**config.mk**
```make
export PLATFORM = sky130hd
export DESIGN_NAME = mono_conf_driver
export DESIGN_NICKNAME = d
export VERILOG_FILES = /design/src/rtl/mono_conf_driver.sv
export SDC_FILE = /design/constraint.sdc
export NUM_CORES = 1
export LEC_CHECK = 0
export BUFFER_PORTS_ARGS = -buffer_cell sky130_fd_sc_hd__buf_4
export CORE_MARGIN = 4
export CORE_UTILIZATION = 54
export CTS_CLUSTER_SIZE = 30
export DETAILED_ROUTE_END_ITERATION = 8
export HOLD_SLACK_MARGIN = 0.02
export PLACE_DENSITY = 0.73
export SLEW_MARGIN = 30
export SYNTH_ARGS = -nofsm -noshare
export SYNTH_HDL_FRONTEND = slang
export SYNTH_SLANG_ARGS = --single-unit
```
**constraint.sdc**
```tcl
create_clock -name Clk -period 3.8 [get_ports Clk]
set_input_delay 0.19 -clock Clk [delete_from_list [all_inputs] [get_ports Clk]]
set_output_delay 0.19 -clock Clk [all_outputs]
set_load 0.02 [all_outputs]
```
**src/rtl/mono_conf_driver.sv**
```systemverilog
// mono_conf_driver
//   Serialises a bit stream held in a byte-wide source memory into a chip
//   configuration shift register, reads the chip's serial output back into a
//   byte-wide readback memory, then pulses either the global-register load
//   (LdDAC) or the pixel-latch load (LdPix).
//
// Ports
//   Clk, nRST            system clock, asynchronous active-low reset
//   START                one-cycle request (ignored while BUSY)
//   SEL_PIX, EN_SR_RST   load target / pre-shift reset enable, sampled at START
//   NBITS                number of bits to shift (0..4644), sampled at START
//   BUSY, DONE           transfer in progress / one-cycle completion pulse
//   MEM_RD/ADDR/DATA     source byte read port (data one cycle after MEM_RD)
//   RB_WE/ADDR/DATA      readback byte write port
//   Clk_Conf, SR_In      chip shift clock and serial data
//   SR_RST, LdDAC, LdPix chip shift-register reset and load strobes
//   SR_OUT               chip serial output
//
// Each bit slot is 2*CLK_DIV Clk cycles: Clk_Conf low for the first CLK_DIV
// cycles, high for the rest. SR_In changes on the edge closing slot cycle 1,
// SR_OUT is sampled on the edge closing slot cycle CLK_DIV-1.
module mono_conf_driver #(
    parameter int unsigned CLK_DIV = 4
) (
    input  logic        Clk,
    input  logic        nRST,
    input  logic        START,
    input  logic        SEL_PIX,
    input  logic        EN_SR_RST,
    input  logic [12:0] NBITS,
    output logic        BUSY,
    output logic        DONE,
    output logic        MEM_RD,
    output logic [9:0]  MEM_ADDR,
    input  logic [7:0]  MEM_DATA,
    output logic        RB_WE,
    output logic [9:0]  RB_ADDR,
    output logic [7:0]  RB_DATA,
    output logic        Clk_Conf,
    output logic        SR_In,
    output logic        SR_RST,
    output logic        LdDAC,
    output logic        LdPix,
    input  logic        SR_OUT
);

    localparam logic [9:0] HALF      = 10'(CLK_DIV);
    localparam logic [9:0] HALF_M1   = 10'(CLK_DIV - 1);
    localparam logic [9:0] SLOT_LAST = 10'(2 * CLK_DIV - 1);
    localparam logic [9:0] LOAD_LAST = 10'(3 * CLK_DIV - 1);

    typedef enum logic [2:0] {
        IDLE,
        SRRST,
        SHIFT,
        LOAD,
        FINISH
    } state_t;

    state_t      state, state_n;
    logic [9:0]  cyc, cyc_n;
    logic [12:0] bit_cnt, bit_n;
    logic [12:0] nbits_q, nbits_n;
    logic        sel_pix_q, sel_pix_n;

    logic        busy_n, done_n, mem_rd_n, clk_conf_n, sr_rst_n;
    logic        ld_phase, ld_dac_n, ld_pix_n;
    logic [9:0]  mem_addr_n;

    logic [7:0]  data_byte;
    logic [7:0]  rb_acc, rb_next;
    logic        bit_last, byte_last;

    // Next-state logic. Outputs are computed from the *next* state/counters
    // so that every strobe comes straight out of a flop and lines up with
    // the state it belongs to.
    always_comb begin
        state_n   = state;
        cyc_n     = cyc + 10'd1;
        bit_n     = bit_cnt;
        nbits_n   = nbits_q;
        sel_pix_n = sel_pix_q;
        bit_last  = (bit_cnt == nbits_q - 13'd1);

        case (state)
            IDLE: begin
                cyc_n = '0;
                if (START) begin
                    nbits_n   = NBITS;
                    sel_pix_n = SEL_PIX;
                    bit_n     = '0;
                    if (NBITS == '0)
                        state_n = FINISH;
                    else if (EN_SR_RST)
                        state_n = SRRST;
                    else
                        state_n = SHIFT;
                end
            end
            SRRST: begin
                if (cyc == SLOT_LAST) begin
                    state_n = SHIFT;
                    cyc_n   = '0;
                end
            end
            SHIFT: begin
                if (cyc == SLOT_LAST) begin
                    cyc_n = '0;
                    if (bit_last)
                        state_n = LOAD;
                    else
                        bit_n = bit_cnt + 13'd1;
                end
            end
            LOAD: begin
                if (cyc == LOAD_LAST) begin
                    state_n = FINISH;
                    cyc_n   = '0;
                end
            end
            FINISH: begin
                state_n = IDLE;
                cyc_n   = '0;
            end
            default: begin
                state_n = IDLE;
                cyc_n   = '0;
            end
        endcase

        busy_n     = (state_n != IDLE);
        done_n     = (state == FINISH);
        mem_rd_n   = (state_n == SHIFT) && (cyc_n == '0) && (bit_n[2:0] == 3'd0);
        mem_addr_n = mem_rd_n ? bit_n[12:3] : MEM_ADDR;
        clk_conf_n = (state_n == SHIFT) && (cyc_n >= HALF);
        sr_rst_n   = (state_n == SRRST);
        ld_phase   = (state_n == LOAD) && (cyc_n >= HALF);
        ld_dac_n   = ld_phase && !sel_pix_n;
        ld_pix_n   = ld_phase && sel_pix_n;
    end

    always_ff @(posedge Clk or negedge nRST) begin
        if (!nRST) begin
            state     <= IDLE;
            cyc       <= '0;
            bit_cnt   <= '0;
            nbits_q   <= '0;
            sel_pix_q <= 1'b0;
            BUSY      <= 1'b0;
            DONE      <= 1'b0;
            MEM_RD    <= 1'b0;
            MEM_ADDR  <= '0;
            Clk_Conf  <= 1'b0;
            SR_RST    <= 1'b0;
            LdDAC     <= 1'b0;
            LdPix     <= 1'b0;
        end else begin
            state     <= state_n;
            cyc       <= cyc_n;
            bit_cnt   <= bit_n;
            nbits_q   <= nbits_n;
            sel_pix_q <= sel_pix_n;
            BUSY      <= busy_n;
            DONE      <= done_n;
            MEM_RD    <= mem_rd_n;
            MEM_ADDR  <= mem_addr_n;
            Clk_Conf  <= clk_conf_n;
            SR_RST    <= sr_rst_n;
            LdDAC     <= ld_dac_n;
            LdPix     <= ld_pix_n;
        end
    end

    // Readback packing: the first bit of a byte clears the accumulator so a
    // short final byte is written with zeros above its last valid bit.
    always_comb begin
        rb_next              = (bit_cnt[2:0] == 3'd0) ? '0 : rb_acc;
        rb_next[bit_cnt[2:0]] = SR_OUT;
        byte_last            = (bit_cnt[2:0] == 3'd7) || bit_last;
    end

    always_ff @(posedge Clk or negedge nRST) begin
        if (!nRST) begin
            data_byte <= '0;
            SR_In     <= 1'b0;
            rb_acc    <= '0;
            RB_WE     <= 1'b0;
            RB_ADDR   <= '0;
            RB_DATA   <= '0;
        end else begin
            RB_WE <= 1'b0;
            if (state == SHIFT && cyc == 10'd1) begin
                // First bit of a byte comes straight from the memory bus,
                // the rest from the captured copy.
                if (bit_cnt[2:0] == 3'd0) begin
                    data_byte <= MEM_DATA;
                    SR_In     <= MEM_DATA[0];
                end else begin
                    SR_In <= data_byte[bit_cnt[2:0]];
                end
            end
            if (state == SHIFT && cyc == HALF_M1) begin
                rb_acc <= rb_next;
                if (byte_last) begin
                    RB_WE   <= 1'b1;
                    RB_ADDR <= bit_cnt[12:3];
                    RB_DATA <= rb_next;
                end
            end
        end
    end

endmodule

```
After elaboration in Yosys (flattened, before gate mapping):

Index checks and enable logic that the tools add are counted.

* $add $sub $neg: 3
* magnitude comparators: 3
* equal/unequal tests: 13
* mux-type cells: 26
* reduce and logical (&&, ||, !) cells: 21

Operators by type and width (number)
* two-way mux 13 bit: 3
* case mux 13 bit (2 select lines): 1
* two-way mux 10 bit: 2
* case mux 10 bit (2 select lines): 1
* two-way mux 3 bit: 6
* adder 13 x 1 -> 13 bit, second input constant: 1
* equality test 13 bit: 1
* logical NOT 13 bit: 1
* subtractor 13 x 1 -> 13 bit, second input constant: 1
* equality test 3 x 2 -> 1 bit, second input constant: 4
* case mux 3 bit (4 select lines): 1
* adder 10 x 1 -> 10 bit, second input constant: 1
* equality test 10 x 1 -> 1 bit, second input constant: 1
* equality test 10 x 2 -> 1 bit, second input constant: 1
* equality test 10 x 3 -> 1 bit, second input constant: 1
* equality test 10 x 4 -> 1 bit, second input constant: 1
* >= comparator 10 x 3 -> 1 bit, second input constant: 1
* logical NOT 10 bit: 1
* logical AND 1 bit: 9
* logical NOT 3 bit: 3
* bitwise mux 8 bit: 1
* two-way mux 8 bit: 1
* two-way mux 1 bit: 7
* equality test 3 x 1 -> 1 bit, second input constant: 2
* 11 further kinds: 14

* register bits: 93
* input bits: 27
* output and inout bits: 37
* logic and storage cells: 85

Depth between registers and ports, before layout:

Gate-level depths: netlist of the first run.

* depth after elaboration: 8
* mapped depth: 12
* gate-level depth less buffers: 10

Least setup slack after synthesis of the first run:

Ideal clock, no wire load.

* path kind: register to register
* from: register nbits_q[3]
* to: register MEM_ADDR[0]
* library setup time: 0.125 ns
* data arrival time: 2.928 ns
* required time: 3.675 ns
* path slack: 0.747 ns
* stages on the path, launching flop included: 10
* path buffers: 1
* clock period less this slack: 3.053 ns
* path through: dfrtp_1 buf_2 or4_4 o22a_1 a2111oi_2 nand4_1 a211oi_4 mux2i_1 clkinv_4 mux2_4

* cells in the longest elaborated chain, start to end: 8
* elaborated cells on any way between the ends: 12
* those cells by class: add/sub (1); eq/ne (2); mux (6); reduce/logical (3)

Ends and longest elaborated chain
* from (decl): RTL line 63 `logic [12:0] nbits_q, nbits_n;`
* from (signal assigned): RTL line 161 `nbits_q <= nbits_n;`
* subtractor 13 x 1 -> 13 bit (*): RTL line 83 `bit_last = (bit_cnt == nbits_q - 13'd1);`
* equality test 13 bit (*): RTL line 83
* two-way mux 3 bit: RTL line 109 `if (bit_last)`
* two-way mux 3 bit: RTL line 107 `if (cyc == SLOT_LAST) begin`
* case mux 3 bit (4 select lines): RTL line 85 `case (state)`
* equality test 3 x 2 -> 1 bit: RTL line 133 `mem_rd_n = (state_n == SHIFT) && (cyc_n == '0) && (bit_n[2:0] == 3'd0);`
* logical AND 1 bit: RTL line 133
* logical AND 1 bit (*): RTL line 133
* named net mem_rd_n: RTL line 66 `logic busy_n, done_n, mem_rd_n, clk_conf_n, sr_rst_n;`
* to (signal assigned): RTL line 166 `MEM_ADDR <= mem_addr_n;`
* to (decl): RTL line 34 `output logic [9:0] MEM_ADDR,`

The timed path passes the listed nets; every way through them passes the cells marked *.
A chain may end at the register's enable or synchronous reset.

Final worst setup path of the first run:

* from: register cyc[0]
* to: register MEM_ADDR[1]

* cells in the longest elaborated chain, start to end: 6
* elaborated cells on any way between the ends: 17
* those cells by class: add/sub (1); eq/ne (3); mux (9); reduce/logical (4)

Ends and longest elaborated chain
* from (decl): RTL line 61 `logic [9:0] cyc, cyc_n;`
* from (signal assigned): RTL line 159 `cyc <= cyc_n;`
* adder 10 x 1 -> 10 bit, or another cell as far along: RTL line 79 `cyc_n = cyc + 10'd1;`
* two-way mux 10 bit, or another cell as far along: RTL line 116 `if (cyc == LOAD_LAST) begin`
* case mux 10 bit (2 select lines) / case mux 3 bit (4 select lines) (equally long branches): RTL line 85
* logical NOT 10 bit / equality test 3 x 2 -> 1 bit (equally long branches): RTL line 133
* logical AND 1 bit: RTL line 133
* logical AND 1 bit (*): RTL line 133
* named net mem_rd_n: RTL line 66

Marks and branches as above.

==> results of run 1 <==
## registers in the layout (all words and copies together) (netlist names)
name and flops:
bit_cnt 13, nbits_q 13, MEM_ADDR 10, RB_ADDR 10, cyc 10, RB_DATA 8, data_byte 8, rb_acc 8
state 3, BUSY 1, Clk_Conf 1, DONE 1, LdDAC 1, LdPix 1, MEM_RD 1, RB_WE 1
SR_In 1, SR_RST 1, sel_pix_q 1
## cell families after synthesis
kind of cell / synth area share [%]
AND/OR/NAND/NOR: 22.7
adder cells (fa/ha/maj): 1.50
buffers and inverters: 3.84
multiplexers: 10.9
flip-flops: 46.6
AO/OA/AOI/OAI: 10.8
XOR/XNOR: 3.61
## cell usage after synthesis (all sizes together) (3+ instances only)
master	number
nand2b	5
nand4	9
mux2	29
xnor2	8
nor3	16
or4	4
ha	6
inv	12
dfrtp	93
nor2	35
a211oi	5
nand3b	4
a31oi	4
buf	7
or2	4
a2111oi	3
nand2	82
mux2i	14
a21oi	5
a22oi	5
nor2b	5
xor2	10
and3	3
clkbuf	23
or3	6
nor4	11
nor4b	5
nand3	17
o21ai	31
## routing by layer
layer / track usage [%] / vias up / wire length [um]
met5: 0 / - / 0
met4: 7.60 / 0 / 155
met3: 3.17 / 13 / 503
met2: 31.4 / 125 / 5080
met1: 31.0 / 1869 / 5360
li1: - / 1903 / -
## power breakdown
group / internal (W) / switching, W
clock network: 0.000253 / 0.000387
logic: 0.000665 / 0.000815
registers: 0.00122 / 0.000302
## per-stage QoR
stage                     setup WS, ps  cells  cell area [sq um]
after detailed placement           386    650               5510
after CTS                          390    676               5800
final                              350    676               5800
after global placement             475    650               5510
after floorplan                    747    503               4990
after global routing              13.0    676               5800
## worst max-delay path: stages (launching register included)
cell,delay (ps)
dfrtp_1,480
ha_1,420
or4b_1,600
or4_1,510
o21a_1,140
a211oi_2,220
nor4b_1,270
mux2i_1,210
clkinv_4,170
mux2_4,310
## repair_timing
item / 4_1_cts / 5_1_grt
gates resized for setup: 0 / 0
endpoints found under the hold margin: 70 / 0
hold buffers: 10 / 0
## area by class of cell
| type | count | area [sq um] | area share, % |
|---|---|---|---|
| Clock buffer | 9 | 124 | 2.14 |
| Clock inverter | 7 | 65.1 | 1.12 |
| Multi-Input combinational cell | 367 | 2480 | 42.7 |
| Timing Repair Buffer | 79 | 618 | 10.7 |
| Sequential cell | 93 | 2330 | 40.1 |
| Inverter | 13 | 53.8 | 0.928 |
| Tap cell | 108 | 135 | 2.33 |
## path summary, 6_finish.rpt
| kind | start | to | depth (start not counted) | slack, ps |
|---|---|---|---|---|
| max | cyc[0] | MEM_ADDR[1] | 9 | 350 |
| min | NBITS[3] | nbits_q[3] | 3 | 40 |
| max reg2reg | cyc[0] | MEM_ADDR[1] | 9 | 350 |
| min reg2reg | rb_acc[5] | rb_acc[5] | 2 | 490 |
| max in group asynchronous | nRST | data_byte[0] | 3 | 2450 |
| min in group asynchronous | nRST | nbits_q[7] | 2 | 430 |
==> results_dict.tcl, run 1 <==
set metrics [dict create \
    fmax_mhz 290 \
    finalSetupTns_ps 0 \
    routed_via_density 5.78 \
    finalClockSkew_ps 17.0 \
    grt_max_degree 63 \
    initial_core_util_pct 56.4 \
    setup_viol 0 \
    ant_nets 0 \
    yosysTopAreaCellShare_pct 46.6 \
    worst_slew_pin_slew_ps 773 \
    routed_wl_um 11100 \
    async_flop_share_pct 100 \
    die_area_sq_um 10800 \
    power.leakage_nw 2.65 \
    dr.pass1.iters 4 \
    cap_violations 0 \
    wl_per_cell_um 16.4 \
    hold_class "input port to flop" \
    synth_edf_count 0 \
    startpoint_type "flop" \
    synth_nets 536 \
    antenna_found_initial 0 \
    layout_common_cells "dfrtp_1 (93), nand2_1 (82), buf_4 (69), nor2_1 (35), o21ai_0 (31)" \
    ys_ff_latch 93 \
    drive_gt1_share_pct 22.5 \
    avgSynthCellArea_sq_um 9.92 \
    gp_congestion 0.818 \
    io_pins 64 \
    drc 0 \
    io_buffers 63 \
    n_fill_cell 696 \
    place_hpwl_um 7870 \
    root_buffer "clkbuf_8" \
    cp-end-kind "flop" \
    cts_tree "done" \
    final_max_slew_viol_count 0 \
    worst-path-max-fanout 11 \
    p_total_w 0.00365 \
    cts.sinks 93 \
    status "complete, no violations" \
    vias 3910 \
    die_w_um 104 \
    relSlewSlack_pct 48.5 \
    fin_nets 596 \
    ir_drop_v 0.000320 \
    whs_ps 42.9 \
    final-hold-violation-count 0 \
    gr-usage-all-layers_pct 21.0 \
    seq_area_frac_synth_pct 46.6 \
    clockBufferDepth 2 \
    diodes 0 \
    post-route-util_pct 65.6 \
    yosysWarnings 0 \
    grt_overflow 0 \
    coreArea_sq_um 8850 \
    synthTopCellsByArea "dfrtp_1 (47%), nand2_1 (6.2%), mux2_2 (3.6%)" \
    die_h_um 104 \
    synth_area_sq_um 4990 \
    power.density_nw_per_um2 628 \
    rsz0062_at_grt "no" \
    clk_latency_ps 370 \
    numCtsBuffers 9 \
    synth_cell_type_count 72 \
    fin_crit_sh_pct 90.8 \
    fin_crit_ps 3450 \
    cts_setup_buffers 0 \
    ys_dominant_reg_cell "dfrtp_1" \
    row_count 34 \
    worstSetupPathType "flop to flop" \
    clk_pin_slew_ps 90 \
    critPathRequiredTime_ps 4050 \
    crit_arrival_ps 3700 \
    drt_iter0_drc 211 \
    cts_max_level 3 \
    syn_inst 503 \
    syn_to_final_growth_pct 16.2 \
    grt_pass1_vias 3774 \
    grt_pass1_wl_um 18800 \
    synth_area_leader_cell "dfrtp_1" \
    layout_commonest_cell "dfrtp_1" \
]
Note: power is estimated with default switching activity, not from simulation.
==> run 2, diff against run 1 <==
--- a/config.mk
+++ b/config.mk
@@ -12,6 +12,7 @@
 export DETAILED_ROUTE_END_ITERATION = 8
 export HOLD_SLACK_MARGIN = 0.02
 export PLACE_DENSITY = 0.73
+export RECOVER_POWER = 25
 export SLEW_MARGIN = 30
 export SYNTH_ARGS = -nofsm -noshare
 export SYNTH_HDL_FRONTEND = slang
==> run 2 against run 1 <==
The flow now finishes with violations (max-capacitance violations, max-slew violations). Count of clock-buffer cells in the layout stayed put. Fmax is 0.10% lower. Clock skew is 2.5 ps lower. Global-route usage stayed put. Non-clock buffer count stayed put. Die area stayed put. Cell area is 0.56% lower. First-iteration DRC count is 5.7% lower. Utilization is 0.37 points lower. Cell count stayed put. Sequential power hardly changed.
==> results_dict.tcl, run 2 (synthesized netlist as in run 1, its figures left out) <==
set metrics [dict create \
    power_frac_seq_pct 42.0 \
    violations "max-capacitance violations, max-slew violations" \
    finalSetupTns_ps 0 \
    drt_iter0_drc 199 \
    die_h_um 104 \
    cp-end-kind "flop" \
    r2r_start "cyc[0]" \
    grt_pass1_wl_um 18800 \
    r2r_setup_slack_ps 350 \
    hold_class "input port to flop" \
    gr-usage-all-layers_pct 21.0 \
    p_switching_w 0.00151 \
    critPathRequiredTime_ps 4060 \
    p_clk_share_pct 17.7 \
    reg_top3 "bit_cnt: 13 flops, nbits_q: 13 flops" \
    antenna_found_initial 0 \
    wl_met1_um 5350 \
    io_buffers 63 \
    whs_endpoint "nbits_q[3]" \
    final_max_slew_viol_count 62 \
    die_area_sq_um 10800 \
    wl_per_cell_um 16.4 \
    worst-path-max-fanout 11 \
    worstHoldPathCells 3 \
    cap_violations 1 \
    die_w_um 104 \
    worst_slew_pin_slew_ps 1510 \
    cts.sinks 93 \
    dp.cells 650 \
    finalNonFillerCells 676 \
    fmax_mhz 290 \
    ant_nets 0 \
    dr_wl_met3_um 532 \
    routed_wl_um 11100 \
    layout_commonest_cell "dfrtp_1" \
    cts_max_level 3 \
    crit_arrival_ps 3710 \
    clockBufferDepth 2 \
    r2r_end "MEM_ADDR[1]" \
    gp_congestion 0.818 \
    grt_max_degree 63 \
    p_sw_share_pct 41.5 \
    power.density_nw_per_um2 629 \
    syn_to_final_growth_pct 15.6 \
    p_comb_share_pct 40.3 \
    grt_overflow 0 \
    met2_length_um 5010 \
    setup_viol 0 \
    hold_start "NBITS[3]" \
    drc 0 \
    finalClockSkew_ps 14.6 \
    p_int_w 0.00212 \
    diodes 0 \
    clk_pin_slew_ps 100 \
    ctsResizeCount 0 \
    place_hpwl_um 7870 \
    fin_nets 596 \
    ctsHoldBuffers 10 \
    dr.pass1.iters 4 \
    layout_common_cells "dfrtp_1 (93), nand2_1 (82), buf_4 (60), nor2_1 (35), o21ai_0 (31)" \
    fin_crit_sh_pct 90.9 \
    root_buffer "clkbuf_8" \
    grt_pass1_vias 3774 \
    status "finished with violations" \
    io_pins 64 \
    routed_via_density 5.80 \
    drive_gt1_share_pct 21.1 \
    worstSetupPathType "flop to flop" \
    fin_crit_ps 3450 \
    rsz0062_at_grt "no" \
    highest_layer "met4" \
    cts_tree "done" \
    cts_setup_buffers 0 \
    coreArea_sq_um 8850 \
    cp-startpoint "cyc[0]" \
    row_count 34 \
    startpoint_type "flop" \
    ir_drop_v 0.000321 \
    numCtsBuffers 9 \
    initial_core_util_pct 56.4 \
    ff2ff_path_depth 9 \
    power.leakage_nw 2.62 \
    relSlewSlack_pct -0.561 \
    clk_latency_ps 370 \
    vias 3918 \
    final-hold-violation-count 0 \
]
==> run 2: cell count changes in the layout (fill, tap and decap cells not counted), sizes merged <==
cell,previous run,this run
buf,69,60
clkbuf,9,18
==> run 2: power groups by stage <==
stage,combinational [W],clock (W),sequential [W]
global route,0.00162,0.000704,0.00157
floorplan,0.00117,0,0.00145
global placement,0.00142,0,0.00153
CTS,0.00148,0.000654,0.00152
detailed placement,0.00147,0,0.00154
finish,0.00146,0.000643,0.00153
==> run 2: worst max-delay path by stage <==
stage                   to  depth (start not counted)
2_1_floorplan  MEM_ADDR[0]                          9
3_3_place_gp   MEM_ADDR[7]                          9
3_5_place_dp   MEM_ADDR[1]                          9
4_1_cts        MEM_ADDR[1]                          9
5_1_grt        MEM_ADDR[1]                          9
6_report       MEM_ADDR[1]                          9
==> run 2: final cells by class <==
cell class,count,area (sq um)
Clock buffer,9,124
Clock inverter,7,65.1
Fill cell,706,3080
Inverter,13,53.8
Multi-Input combinational cell,367,2480
Sequential cell,93,2330
Tap cell,108,135
Timing Repair Buffer,79,586
==> run 2: layer usage <==
layer,up-vias,global-route usage [%]
li1,1906,-
met5,-,0
met3,17,3.17
met4,0,7.60
met2,116,31.4
met1,1879,31.0
==> run 2: worst max-delay path, stage by stage, from the launching register on <==
cell and delay (ps):
dfrtp_1 480, ha_1 430, or4b_1 600, or4_1 510, o21a_1 140, a211oi_2 220, nor4b_1 260, mux2i_1 210
clkinv_4 170, mux2_4 310
==> run 2: stage by stage <==
stage | hold WS (ps) | total power (W) | util, % | worst slack [ps] | instance area (sq um)
detailed placement | 328 | 0.00301 | 62.3 | 386 | 5510
global placement | 313 | 0.00295 | 62.3 | 475 | 5510
global route | 44.8 | 0.00390 | 65.2 | 13.0 | 5770
CTS | 26.2 | 0.00366 | 65.6 | 390 | 5800
finish | 39.2 | 0.00363 | 65.2 | 347 | 5770
floorplan | -106 | 0.00261 | - | 747 | 4990
==> run 3, diff against run 2 <==
==> constraint.sdc (replaced) <==
create_clock -name Clk -period 3.8 [get_ports Clk]
set_input_delay 0 -clock Clk [delete_from_list [all_inputs] [get_ports Clk]]
set_output_delay 0 -clock Clk [all_outputs]
set_load 0.02 [all_outputs]
==> run 3 against run 2 <==
The flow still finishes with violations (max-capacitance violations, max-slew violations). Critical path depth did not move. Non-clock buffer count is 14 higher. Clock power rose by 7.9%. Hold slack gained 12 ps. Worst setup slack lost 100 ps. Cell count is 2.1% higher. Combinational power hardly changed. Total power is 2.5% higher. Clock skew rose by 1.1 ps. Largest power group unchanged.
==> results_dict.tcl, run 3 (synthesized netlist as in run 1, its figures left out) <==
set metrics [dict create \
    status "finished with violations" \
    violations "max-capacitance violations, max-slew violations" \
    wl_per_cell_um 16.7 \
    worst_slew_pin_slew_ps 2440 \
    rsz0062_at_grt "no" \
    fin_nets 610 \
    r2r_start "cyc[0]" \
    clockBufferDepth 2 \
    worstSetupPathType "flop to flop" \
    clk_latency_ps 360 \
    ir_drop_v 0.000416 \
    max_stage_delay_ps 620 \
    worstHoldPathCells 3 \
    diodes 0 \
    ant_nets 0 \
    reg_top3 "bit_cnt: 13 flops, nbits_q: 13 flops" \
    crit_buf_inv 1 \
    drt_iter0_drc 157 \
    finalClockSkew_ps 15.7 \
    cp-end-kind "flop" \
    syn_to_final_growth_pct 18.7 \
    grt_max_degree 49 \
    layout_common_cells "dfrtp_1 (93), nand2_1 (82), buf_4 (60), nor2_1 (35), o21ai_0 (31)" \
    vias 4028 \
    drc 0 \
    crit_arrival_ps 3800 \
    cts_tree "done" \
    crit_family "simple AND/OR/NAND/NOR gates" \
    gr-usage-all-layers_pct 22.0 \
    routed_wl_um 11500 \
    whs_endpoint "RB_DATA[5]" \
    hold_class "input port to flop" \
    ff2ff_path_depth 9 \
    root_buffer "clkbuf_8" \
    fmax_mhz 281 \
    r2r_setup_slack_ps 240 \
    critPathRequiredTime_ps 4050 \
    worstPathCellList "ha_1, or4b_1, or4_1, o21a_1, a211oi_2, nor4b_1, mux2i_1, clkinv_4, mux2_4" \
    cap_violations 1 \
    power.leakage_nw 2.69 \
    antenna_found_initial 0 \
    startpoint_type "flop" \
    ctsResizeCount 0 \
    routed_via_density 5.84 \
    die_h_um 104 \
    finalSetupTns_ps 0 \
    fin_crit_sh_pct 93.6 \
    relSlewSlack_pct -62.7 \
    place_hpwl_um 7960 \
    coreArea_sq_um 8850 \
    met1_usage_pct 30.1 \
    die_w_um 104 \
    initial_core_util_pct 56.4 \
    gp_congestion 0.821 \
    use_met3_pct 3.48 \
    grt_overflow 0 \
    layout_commonest_cell "dfrtp_1" \
    slowest_stage "or4b_1" \
    grt_pass1_wl_um 19700 \
    post-route-util_pct 67.0 \
    clk_pin_slew_ps 100 \
    grt.busiest_layer "met2" \
    io_pins 64 \
    r2r_end "MEM_ADDR[1]" \
    setup_viol 0 \
    row_count 34 \
    cts.sinks 93 \
    dr.pass1.iters 5 \
    worst-path-max-fanout 11 \
    final-hold-violation-count 0 \
    io_buffers 63 \
    grt_use_met2_pct 36.1 \
    hold_start "SR_OUT" \
    die_area_sq_um 10800 \
    grt_pass1_vias 4055 \
    numCtsBuffers 9 \
    drive_gt1_share_pct 20.4 \
    fin_crit_ps 3560 \
    cts_max_level 3 \
    final_max_slew_viol_count 49 \
    power.density_nw_per_um2 628 \
]
run 3: where the power goes:
| group | leakage (nW) | internal, W | switching (W) | total (W) |
|---|---|---|---|---|
| Sequential | 1.18 | 0.00122 | 0.000308 | 0.00153 |
| Combinational | 1.40 | 0.000660 | 0.000832 | 0.00149 |
| Clock | 0.104 | 0.000316 | 0.000378 | 0.000694 |
run 3: layout make-up:
class | count | area [sq um]
inverter | 13 | 53.8
tap | 108 | 135
fill | 730 | 2920
timing repair buffer | 93 | 724
sequential | 93 | 2330
clock inverter | 7 | 82.6
clock buffer | 9 | 124
multi-input combinational | 367 | 2480
run 3: layer usage:
metal	part of all wire [%]	vias to the layer above
met1	46	1945
met4	0.99	0
met5	0	-
li1	-	1947
met2	49	122
met3	4.7	14
run 3: how the worst max path moves through the flow:
stage / from / end / slack (ps) / cells after the start
2_1_floorplan: nbits_q[3] / MEM_ADDR[0] / 750 / 9
3_3_place_gp: cyc[0] / MEM_ADDR[7] / 480 / 9
3_5_place_dp: cyc[0] / MEM_ADDR[1] / 300 / 9
4_1_cts: cyc[0] / MEM_ADDR[1] / 250 / 9
5_1_grt: cyc[0] / MEM_ADDR[1] / 100 / 9
6_report: cyc[0] / MEM_ADDR[1] / 240 / 9
run 3: repair_timing:
item | 4_1_cts | 5_1_grt
setup buffers | 0 | 0
hold endpoints to repair | 73 | 0
hold buffers | 24 | 0
run 3: through the flow:
stage	setup WS, ps	cell area (sq um)	hold WS (ps)	instances	total power (W)
2_1_floorplan	747	4990	-296	503	0.00261
5_1_grt	99.9	5920	61.0	690	0.00398
4_1_cts	253	5960	37.8	690	0.00373
6_report	244	5920	51.0	690	0.00372
3_5_place_dp	301	5510	36.1	650	0.00301
3_3_place_gp	482	5510	29.2	650	0.00295
run 3: worst register-to-register path: cells and delay by family (launching register included):
kind / cells / cell delay [ps]
AOI/OAI and AO/OA: 2 / 400
adders and majority gates: 1 / 440
buffers and inverters: 1 / 170
muxes: 2 / 530
and+or+nand+nor: 3 / 1410
DFF: 1 / 490
